$ cat config.mk
export PLATFORM = sky130hd
export DESIGN_NAME = bias_add_18
export DESIGN_NICKNAME = d
export VERILOG_FILES = /design/src/rtl/bias_add_18_pkg.sv /design/src/rtl/bias_add_sat.sv /design/src/rtl/bias_add_18.sv
export SDC_FILE = /design/constraint.sdc
export NUM_CORES = 1
export LEC_CHECK = 0
export CAP_MARGIN = 20
export CORE_MARGIN = 8
export CORE_UTILIZATION = 47
export DETAILED_ROUTE_END_ITERATION = 16
export PLACE_DENSITY = 0.78
export SYNTH_ARGS = -nofsm -noshare
export SYNTH_HDL_FRONTEND = slang
export SYNTH_SLANG_ARGS = --single-unit
$ cat constraint.sdc
create_clock -name ap_clk -period 3.2 [get_ports ap_clk]
set_clock_uncertainty 0.15 [all_clocks]
set_input_delay 0.32 -clock ap_clk [delete_from_list [all_inputs] [get_ports ap_clk]]
set_output_delay 0.32 -clock ap_clk [all_outputs]
set_load 0.02 [all_outputs]
$ cat src/rtl/bias_add_18_pkg.sv
// Shared FSM encoding, default widths/shifts and sizing helpers for the layer-18 bias-add stage.
package bias_add_18_pkg;

    // Layer-18 sizing (output channels per frame, bias coefficient width).
    localparam int unsigned KERN_S_K_18 = 16;
    localparam int unsigned COEFF_WIDTH = 16;

    // Default datapath widths and fixed-point alignment.
    localparam int unsigned DEF_PIXELS     = 64;
    localparam int unsigned DEF_ACC_W      = 32;
    localparam int unsigned DEF_DATA_W     = 16;
    localparam int unsigned DEF_BIAS_SHIFT = 8;
    localparam int unsigned DEF_OUT_SHIFT  = 8;

    typedef enum logic [0:0] {
        ST_LOAD = 1'b0,
        ST_RUN  = 1'b1
    } state_e;

    // Counter width able to hold 0..n-1, never narrower than one bit.
    function automatic int unsigned cnt_w(input int unsigned n);
        int unsigned w;
        w = 1;
        if (n > 1) begin
            w = $clog2(n);
        end
        return w;
    endfunction

endpackage

$ cat src/rtl/bias_add_sat.sv
// Combinational bias alignment, rescale (floor shift) and saturation of one accumulator word.
// Build option BIAS_ADD_RELU_EN: negative saturated results are forced to zero.
module bias_add_sat #(
    parameter int unsigned COEFF_W    = 16,
    parameter int unsigned ACC_W      = 32,
    parameter int unsigned DATA_W     = 16,
    parameter int unsigned BIAS_SHIFT = 8,
    parameter int unsigned OUT_SHIFT  = 8
) (
    input  logic [ACC_W-1:0]   acc_i,
    input  logic [COEFF_W-1:0] bias_i,
    output logic [DATA_W-1:0]  res_c
);

    localparam int unsigned SUM_W = ACC_W + 1;
    localparam int unsigned HI_W  = SUM_W - DATA_W + 1;

    logic signed [SUM_W-1:0] acc_ext_c;
    logic signed [SUM_W-1:0] bias_al_c;
    logic signed [SUM_W-1:0] sum_c;
    logic signed [SUM_W-1:0] scaled_c;
    logic        [HI_W-1:0]  hi_c;
    logic                    ovf_c;
    logic        [DATA_W-1:0] sat_c;

    always_comb begin
        acc_ext_c = SUM_W'($signed(acc_i));
        bias_al_c = SUM_W'($signed(bias_i)) <<< BIAS_SHIFT;
        sum_c     = acc_ext_c + bias_al_c;
        scaled_c  = sum_c >>> OUT_SHIFT;

        // Representable only when every bit from the output sign upward agrees.
        hi_c  = scaled_c[SUM_W-1:DATA_W-1];
        ovf_c = ~((&hi_c) | ~(|hi_c));

        if (ovf_c) begin
            sat_c = scaled_c[SUM_W-1] ? {1'b1, {(DATA_W-1){1'b0}}}
                                      : {1'b0, {(DATA_W-1){1'b1}}};
        end else begin
            sat_c = scaled_c[DATA_W-1:0];
        end

`ifdef BIAS_ADD_RELU_EN
        res_c = sat_c[DATA_W-1] ? '0 : sat_c;
`else
        res_c = sat_c;
`endif
    end

endmodule

$ cat src/rtl/bias_add_18.sv
// Layer-18 streaming bias add: one bias per output channel, added to each accumulator of that
// channel, rescaled, saturated and pushed downstream. Define BIAS_ADD_RELU_EN for a ReLU output.
module bias_add_18
    import bias_add_18_pkg::*;
#(
    parameter int unsigned KERNELS    = KERN_S_K_18,
    parameter int unsigned PIXELS     = DEF_PIXELS,
    parameter int unsigned COEFF_W    = COEFF_WIDTH,
    parameter int unsigned ACC_W      = DEF_ACC_W,
    parameter int unsigned DATA_W     = DEF_DATA_W,
    parameter int unsigned BIAS_SHIFT = DEF_BIAS_SHIFT,
    parameter int unsigned OUT_SHIFT  = DEF_OUT_SHIFT
) (
    input  logic               ap_clk,
    input  logic               ap_rst_n,
    input  logic [COEFF_W-1:0] bias_V_dout,
    input  logic               bias_V_empty_n,
    output logic               bias_V_read,
    input  logic [ACC_W-1:0]   acc_V_dout,
    input  logic               acc_V_empty_n,
    output logic               acc_V_read,
    output logic [DATA_W-1:0]  output_V_din,
    input  logic               output_V_full_n,
    output logic               output_V_write,
    output logic               frame_done
);

    localparam int unsigned CH_W  = cnt_w(KERNELS);
    localparam int unsigned PIX_W = cnt_w(PIXELS);
    localparam logic [CH_W-1:0]  CH_LAST  = CH_W'(KERNELS - 1);
    localparam logic [PIX_W-1:0] PIX_LAST = PIX_W'(PIXELS - 1);

    state_e state_q;
    state_e state_d;

    logic                en_q;
    logic [CH_W-1:0]     ch_cnt_q;
    logic [CH_W-1:0]     ch_cnt_d;
    logic [PIX_W-1:0]    pix_cnt_q;
    logic [PIX_W-1:0]    pix_cnt_d;
    logic [COEFF_W-1:0]  bias_q;
    logic [COEFF_W-1:0]  bias_d;
    logic [DATA_W-1:0]   out_q;
    logic [DATA_W-1:0]   out_d;
    logic                out_valid_q;
    logic                out_valid_d;
    logic                out_last_q;
    logic                out_last_d;

    logic                bias_rd_c;
    logic                acc_rd_c;
    logic                wr_c;
    logic                pix_last_c;
    logic                ch_last_c;
    logic [DATA_W-1:0]   res_c;

    bias_add_sat #(
        .COEFF_W    (COEFF_W),
        .ACC_W      (ACC_W),
        .DATA_W     (DATA_W),
        .BIAS_SHIFT (BIAS_SHIFT),
        .OUT_SHIFT  (OUT_SHIFT)
    ) u_sat (
        .acc_i  (acc_V_dout),
        .bias_i (bias_q),
        .res_c  (res_c)
    );

    // FSM state register.
    always_ff @(posedge ap_clk or negedge ap_rst_n) begin
        if (!ap_rst_n) begin
            state_q <= ST_LOAD;
        end else begin
            state_q <= state_d;
        end
    end

    // FSM next state: one bias load, then PIXELS accumulator pops, per channel.
    always_comb begin
        state_d = state_q;
        case (state_q)
            ST_LOAD: begin
                if (bias_rd_c) begin
                    state_d = ST_RUN;
                end
            end
            ST_RUN: begin
                if (acc_rd_c && pix_last_c) begin
                    state_d = ST_LOAD;
                end
            end
            default: state_d = ST_LOAD;
        endcase
    end

    // FSM outputs: stream pops. en_q keeps both reads low while reset is asserted.
    always_comb begin
        bias_rd_c = 1'b0;
        acc_rd_c  = 1'b0;
        case (state_q)
            ST_LOAD: bias_rd_c = en_q & bias_V_empty_n;
            ST_RUN:  acc_rd_c  = en_q & acc_V_empty_n & (~out_valid_q | output_V_full_n);
            default: begin
                bias_rd_c = 1'b0;
                acc_rd_c  = 1'b0;
            end
        endcase
    end

    // Counters, bias latch and the single-entry output register.
    always_comb begin
        ch_cnt_d    = ch_cnt_q;
        pix_cnt_d   = pix_cnt_q;
        bias_d      = bias_q;
        out_d       = out_q;
        out_valid_d = out_valid_q;
        out_last_d  = out_last_q;

        pix_last_c = (pix_cnt_q == PIX_LAST);
        ch_last_c  = (ch_cnt_q == CH_LAST);
        wr_c       = out_valid_q & output_V_full_n;

        if (bias_rd_c) begin
            bias_d    = bias_V_dout;
            pix_cnt_d = '0;
        end

        if (acc_rd_c) begin
            pix_cnt_d = pix_last_c ? '0 : pix_cnt_q + PIX_W'(1);
            if (pix_last_c) begin
                ch_cnt_d = ch_last_c ? '0 : ch_cnt_q + CH_W'(1);
            end
            out_d       = res_c;
            out_valid_d = 1'b1;
            out_last_d  = pix_last_c & ch_last_c;
        end else if (wr_c) begin
            out_valid_d = 1'b0;
        end
    end

    always_ff @(posedge ap_clk or negedge ap_rst_n) begin
        if (!ap_rst_n) begin
            en_q        <= 1'b0;
            ch_cnt_q    <= '0;
            pix_cnt_q   <= '0;
            bias_q      <= '0;
            out_q       <= '0;
            out_valid_q <= 1'b0;
            out_last_q  <= 1'b0;
        end else begin
            en_q        <= 1'b1;
            ch_cnt_q    <= ch_cnt_d;
            pix_cnt_q   <= pix_cnt_d;
            bias_q      <= bias_d;
            out_q       <= out_d;
            out_valid_q <= out_valid_d;
            out_last_q  <= out_last_d;
        end
    end

    assign bias_V_read    = bias_rd_c;
    assign acc_V_read     = acc_rd_c;
    assign output_V_write = wr_c;
    assign output_V_din   = out_q;
    assign frame_done     = wr_c & out_last_q;

    // Bias and accumulator pops are mutually exclusive by construction of the FSM.
    assert property (@(posedge ap_clk) disable iff (!ap_rst_n) !(bias_V_read && acc_V_read));

endmodule

Yosys cells after proc, flatten, opt, wreduce, memory -nomap -nowiden
Index checks and enable logic that the tools add are counted.
Storage, ports and cells
  memory bits (writable): 0
  memories kept: 0
  bits in latches: 0
  input bits: 53
  logic and storage cells: 43
  bits in registers: 46
  bits in read-only memories: 0
Cells by class
  add/sub/neg operators: 3
  bitwise operators: 11
  shift-type cells: 0
  reduce and logical (&&, ||, !) cells: 6
  $mul: 0
  divide/modulo/power cells: 0
  multiplexer cells: 13
  equal/unequal tests: 2
  magnitude comparators: 0
Operators with widths (count)
  32-bit by 24-bit adder with 33-bit output: 1
  16-bit 2-to-1 mux: 2
  6-bit 2-to-1 mux: 3
  10-bit AND reduction: 1
  10-bit OR reduction: 1
  6-bit by 1-bit adder with 6-bit output, second input constant: 1
  1-bit AND: 6
  6-bit equality test, second input constant: 1
  1-bit 2-to-1 mux: 6
  4-bit by 1-bit adder with 4-bit output, second input constant: 1
  4-bit equality test, second input constant: 1
  4-bit 2-to-1 mux: 1
  2-bit nonzero test: 2
  1-bit inverter: 3
  1-bit bitwise OR: 2
  1-bit case mux with 2 select lines: 1
  2-bit AND reduction: 1
  1-bit logical AND: 1

Logic depth before layout (Yosys ltp)
  depth in word-level cells: 7
  mapped depth: 12

Cells and area by module
A second synthesis with hierarchy kept.
Unflattened totals
  cells, all modules: 416
  area total of the unflattened synthesis: 3423.3 µm²
Modules (own cells, without submodules)
  bias_add_18: seq. area each 1151.1 µm², instances 1, cells each 205, area an instance 1896.8 µm²
  bias_add_sat: seq. area each 0.0 µm², instances 1, cells each 211, area an instance 1526.5 µm²

Worst setup path before layout
Ideal clock, no wire load.
  path type: register -> register
  from: reg bias_q[15]
  to: reg out_q[4], in the netlist output_V_din[4]
  period minus slack after synthesis: 3.183 ns
  data required time: 2.923 ns
  path slack: 0.017 ns
  buffers on the path: 2
  arrival time: 2.907 ns
  library setup time: 0.127 ns
  stages on the path, launching flop included: 13
  cell sequence: dfrtp_1 ha_1 buf_4 a21oi_1 nand2_1 a221oi_1 o31ai_2 a21o_1 a21oi_2 xor2_1 a31oi_1 buf_6 a221o_2
Between the ends
  cells in the longest elaborated chain, start to end: 5
RTL lines
  start, declared: line bias_add_18.sv:41  | logic [COEFF_W-1:0] bias_q;
  start signal, assigned: line bias_add_18.sv:154  | bias_q <= bias_d;
  32-bit by 24-bit adder with 33-bit output *: line bias_add_sat.sv:29  | sum_c = acc_ext_c + bias_al_c;
  10-bit OR reduction: line bias_add_sat.sv:34  | ovf_c = ~((&hi_c) | ~(|hi_c));
  1-bit inverter: line bias_add_sat.sv:34
  1-bit bitwise OR: line bias_add_sat.sv:34
  16-bit 2-to-1 mux *: line bias_add_sat.sv:36  | if (ovf_c) begin
  end signal, assigned: line bias_add_18.sv:155  | out_q <= out_d;
  end, declared: line bias_add_18.sv:43  | logic [DATA_W-1:0] out_q;
Every way passes the cells marked *; elsewhere a longest branch is shown, timed or not.
A chain may end at the register's enable or synchronous reset.

Worst setup path in the final report
  from: in acc_V_dout[13]
  to: reg out_q[12], in the netlist output_V_din[12]
Between the ends
  cells in the longest elaborated chain, start to end: 5
RTL lines
  start, declared: line bias_add_18.sv:19  | input logic [ACC_W-1:0] acc_V_dout,
  32-bit by 24-bit adder with 33-bit output *: line bias_add_sat.sv:29
  10-bit OR reduction: line bias_add_sat.sv:34
  1-bit inverter: line bias_add_sat.sv:34
  1-bit bitwise OR: line bias_add_sat.sv:34
  16-bit 2-to-1 mux *: line bias_add_sat.sv:36
Marks and branches as above.

==> summary.md <==
| Metric | Value |
|---|---|
| DP Worst Slack | `-442 ps` |
| PnR worst setup slack | `42.1 ps` |
| Most common cell after layout, fill and taps aside | `nand2_1` |
| Critical path type | `input pin to flip-flop` |
| Hold Crit Class | `input pin to asynchronous set/reset pin` |
| Vias in the first global route | `3313` |
| Asr flop ratio synth | `100%` |
| Mapped Cells | `385` |
| Drt total wl | `9110 um` |
| # clock sinks | `46` |
| Synth cell types | `52` |
| CTS tree | `done` |
| Leak | `2.23 nW` |
| Critical Path End Type | `flip-flop` |
| Mapped Nets | `465` |
| Fin. Hold Viols | `0` |
| Initial core utilization | `47.3%` |
| GRT met1 Usage | `23.3%` |
| Crit path max fanout | `8` |
| Fill count | `598` |
| Final setup fails | `0` |
| Clk buf depth | `2` |
| TritonCTS buffer count | `5` |
| Layout cells sized above 1 | `26.7%` |
| Worst hold slack | `219 ps` |
| H-tree depth | `2` |
| Routed Antenna Nets | `0` |
| Crit path arrival time | `3190 ps` |
| Final setup TNS | `0 ps` |
| Detailed placer's ending HPWL | `7080 um` |
| Mapped Avg Cell Area | `8.72 um2` |
| Root Driver | `clkbuf_8` |
| Sequential cell area | `1150 um2` |
| Post-layout util | `67.8%` |
| First-pass GRT wire length | `15100 um` |
| Initial DRC count | `130` |
| Max Cap Viol | `0` |
| Die X | `101 um` |
| Min Tclk post-route | `3160 ps` |
| Post-DR wirelength/cell | `14.9 um` |
| Core Region | `7100 um2` |
| Met3 Usage GRT | `2.69%` |
| Largest net degree at the start of global routing | `47` |
| # IOs | `73` |
| Worst-Skew Late Latency | `310 ps` |
| DR vias/cell | `5.32` |
| Max Clock Freq | `0.317 GHz` |
| Pins Over Slew Limit | `0` |
| Commonest non-fill, non-tap cells in the layout | `nand2_1 (78), buf_4 (71), clkdlybuf4s50_1 (62)` |
| Grt peak-use layer | `met2` |
| # DRC | `0` |
| Multi-input gate area | `2200 um2` |
| Number of synthesized register bits | `46` |
| Number of enable flip-flop cells after synthesis | `0` |
| Area growth, synth to finish | `43.4%` |
| Status | `complete, no violations` |
| Cell Area, Synth | `3360 um2` |
| Row cnt | `31` |
| Clock-pin transition on the worst setup and hold timing paths | `90 ps` |
| Routability cong. | `0.969` |
| I/O Buffers | `64` |
| Fin crit share | `98.7%` |
| Top FF cell, synth | `dfrtp_1` |
| Final antenna diode count | `0` |
| Startpoint class of the critical path | `input pin` |
| DIE HEIGHT | `101 um` |
| All-layer global routing usage | `18.2%` |
| Yosys warning total | `0` |
| Gr ovfl total | `0` |
| VDD IR max | `140 uV` |
| PD cells | `302 nW/um2` |
| Initial antenna violation count | `0` |
| Die Area | `10100 um2` |
| DR pass1 iterations | `4` |
| RSZ-0062 raised after global routing | `yes` |
| Req. time, crit path | `3230 ps` |
| Pwr Total | `1.45 mW` |
| GR met2 Demand/Resource | `31.4%` |
| Final nets | `593` |
| Vias | `3264` |
| Sequential fraction of the synthesis area | `34.3%` |
==> where the power goes <==
group | internal (mW) | total [mW] | switching (mW) | leakage [nW]
clock network | 0.155 | 0.361 | 0.207 | 0.0452
registers | 0.634 | 0.671 | 0.0368 | 0.602
logic | 0.231 | 0.420 | 0.190 | 1.59
total | 1.02 | 1.45 | 0.433 | 2.23
==> cell usage after synthesis, types with 2 or more instances <==
library cell   n  area share [%]
a21o_1         6             1.3
a21oi_1       27             4.0
a21oi_2        2            0.52
a221o_2       14             4.7
a31oi_1        4            0.75
a41oi_1        2            0.52
and2_1         6             1.1
and3_1         4            0.75
and4_1         2            0.52
buf_2          4            0.60
buf_4          4            0.89
buf_6          6             2.0
clkbuf_1       3            0.34
dfrtp_1       46              34
ha_1          26             9.7
inv_1          6            0.67
mux2_2         3             1.0
nand2_1       79             8.8
nand2b_1       3            0.56
nand3_1       10             1.5
nand4_1       12             2.2
nor2_1        28             3.1
nor3_1         5            0.75
nor4_1         3            0.56
o2111ai_1      2            0.52
o211ai_1       3            0.67
o21a_1         2            0.45
o21ai_0       23             3.4
o21ai_1        3            0.45
o31a_1         2            0.52
o31ai_2        2            0.75
o31ai_4        2             1.3
or3_1          3            0.56
xnor2_1        7             1.8
xor2_1        14             3.7
==> flip-flops by register name (all words and copies together) (netlist names) <==
| register | flops |
|---|---|
| ch_cnt_q | 4 |
| state_q | 1 |
| pix_cnt_q | 6 |
| bias_q | 16 |
| output_V_din | 16 |
| out_last_q | 1 |
| en_q | 1 |
| out_valid_q | 1 |
==> layout make-up <==
cell class	instances	share of cell area [%]
clock buffer	6	1.51
clock inverter	2	0.286
inverter	7	0.546
multi-input combinational	314	45.7
sequential	46	23.9
tap	99	2.57
timing repair buffer	139	25.5
==> stage by stage <==
| step | cell area (um2) | std cells |
|---|---|---|
| 2_1_floorplan | 3360 | 385 |
| 3_3_place_gp | 4490 | 597 |
| 3_5_place_dp | 4490 | 597 |
| 4_1_cts | 4610 | 605 |
| 5_1_grt | 4810 | 613 |
| 6_report | 4810 | 613 |
==> timing repair <==
action,4_1_cts,5_1_grt
setup endpoints to repair,15,15
hold endpoints to repair,0,46
gates cloned,0,1
resized for setup,8,28
buffers inserted,0,5
hold buffers,0,1
pin swaps,1,14
==> final timing paths <==
kind	start	to	slack [ps]	cells after the start
setup reg to reg	bias_q[0]$_DFFE_PN0P_	output_V_din[12]$_DFFE_PN0P_	70	13
hold / removal	ap_rst_n	pix_cnt_q[1]$_DFFE_PN0P_	220	2
max in group asynchronous	ap_rst_n	bias_q[15]$_DFFE_PN0P_	2230	3
hold reg to reg	out_last_q$_DFFE_PN0P_	out_last_q$_DFFE_PN0P_	330	2
min in group ap_clk	out_last_q$_DFFE_PN0P_	out_last_q$_DFFE_PN0P_	330	2
setup / recovery	acc_V_dout[13]	output_V_din[12]$_DFFE_PN0P_	40	14
==> layer usage <==
metal,vias to the layer above,part of all wire (%)
li1,1653,-
met3,8,4.1
met4,0,0.89
met5,-,0
met2,75,49
met1,1528,46
==> cells by family (layout without fill, tap and decap cells) <==
kind of cell | after synthesis | count (layout) | share of synthesized area [%]
and+or+nand+nor | 159 | 159 | 21.5
AOI/OAI and AO/OA | 103 | 103 | 22.4
DFF | 46 | 46 | 34.3
adders and majority gates | 27 | 27 | 10.3
buffers and inverters | 25 | 154 | 4.92
xor gates and xnor gates | 21 | 21 | 5.48
muxes | 3 | 3 | 1.01
other | 1 | 1 | 0.112
==> worst max-delay path, stage by stage <==
cell and delay [ps]:
clkdlybuf4s50_1 440, ha_1 350, buf_4 180, nand4_1 120, a21oi_2 50, o31ai_2 260, buf_4 160, o31ai_2 70
a21o_1 210, a21oi_2 170, xor2_2 220, a31oi_1 140, buf_4 190, a221o_2 300
Note: power is estimated with default switching activity, not from simulation.
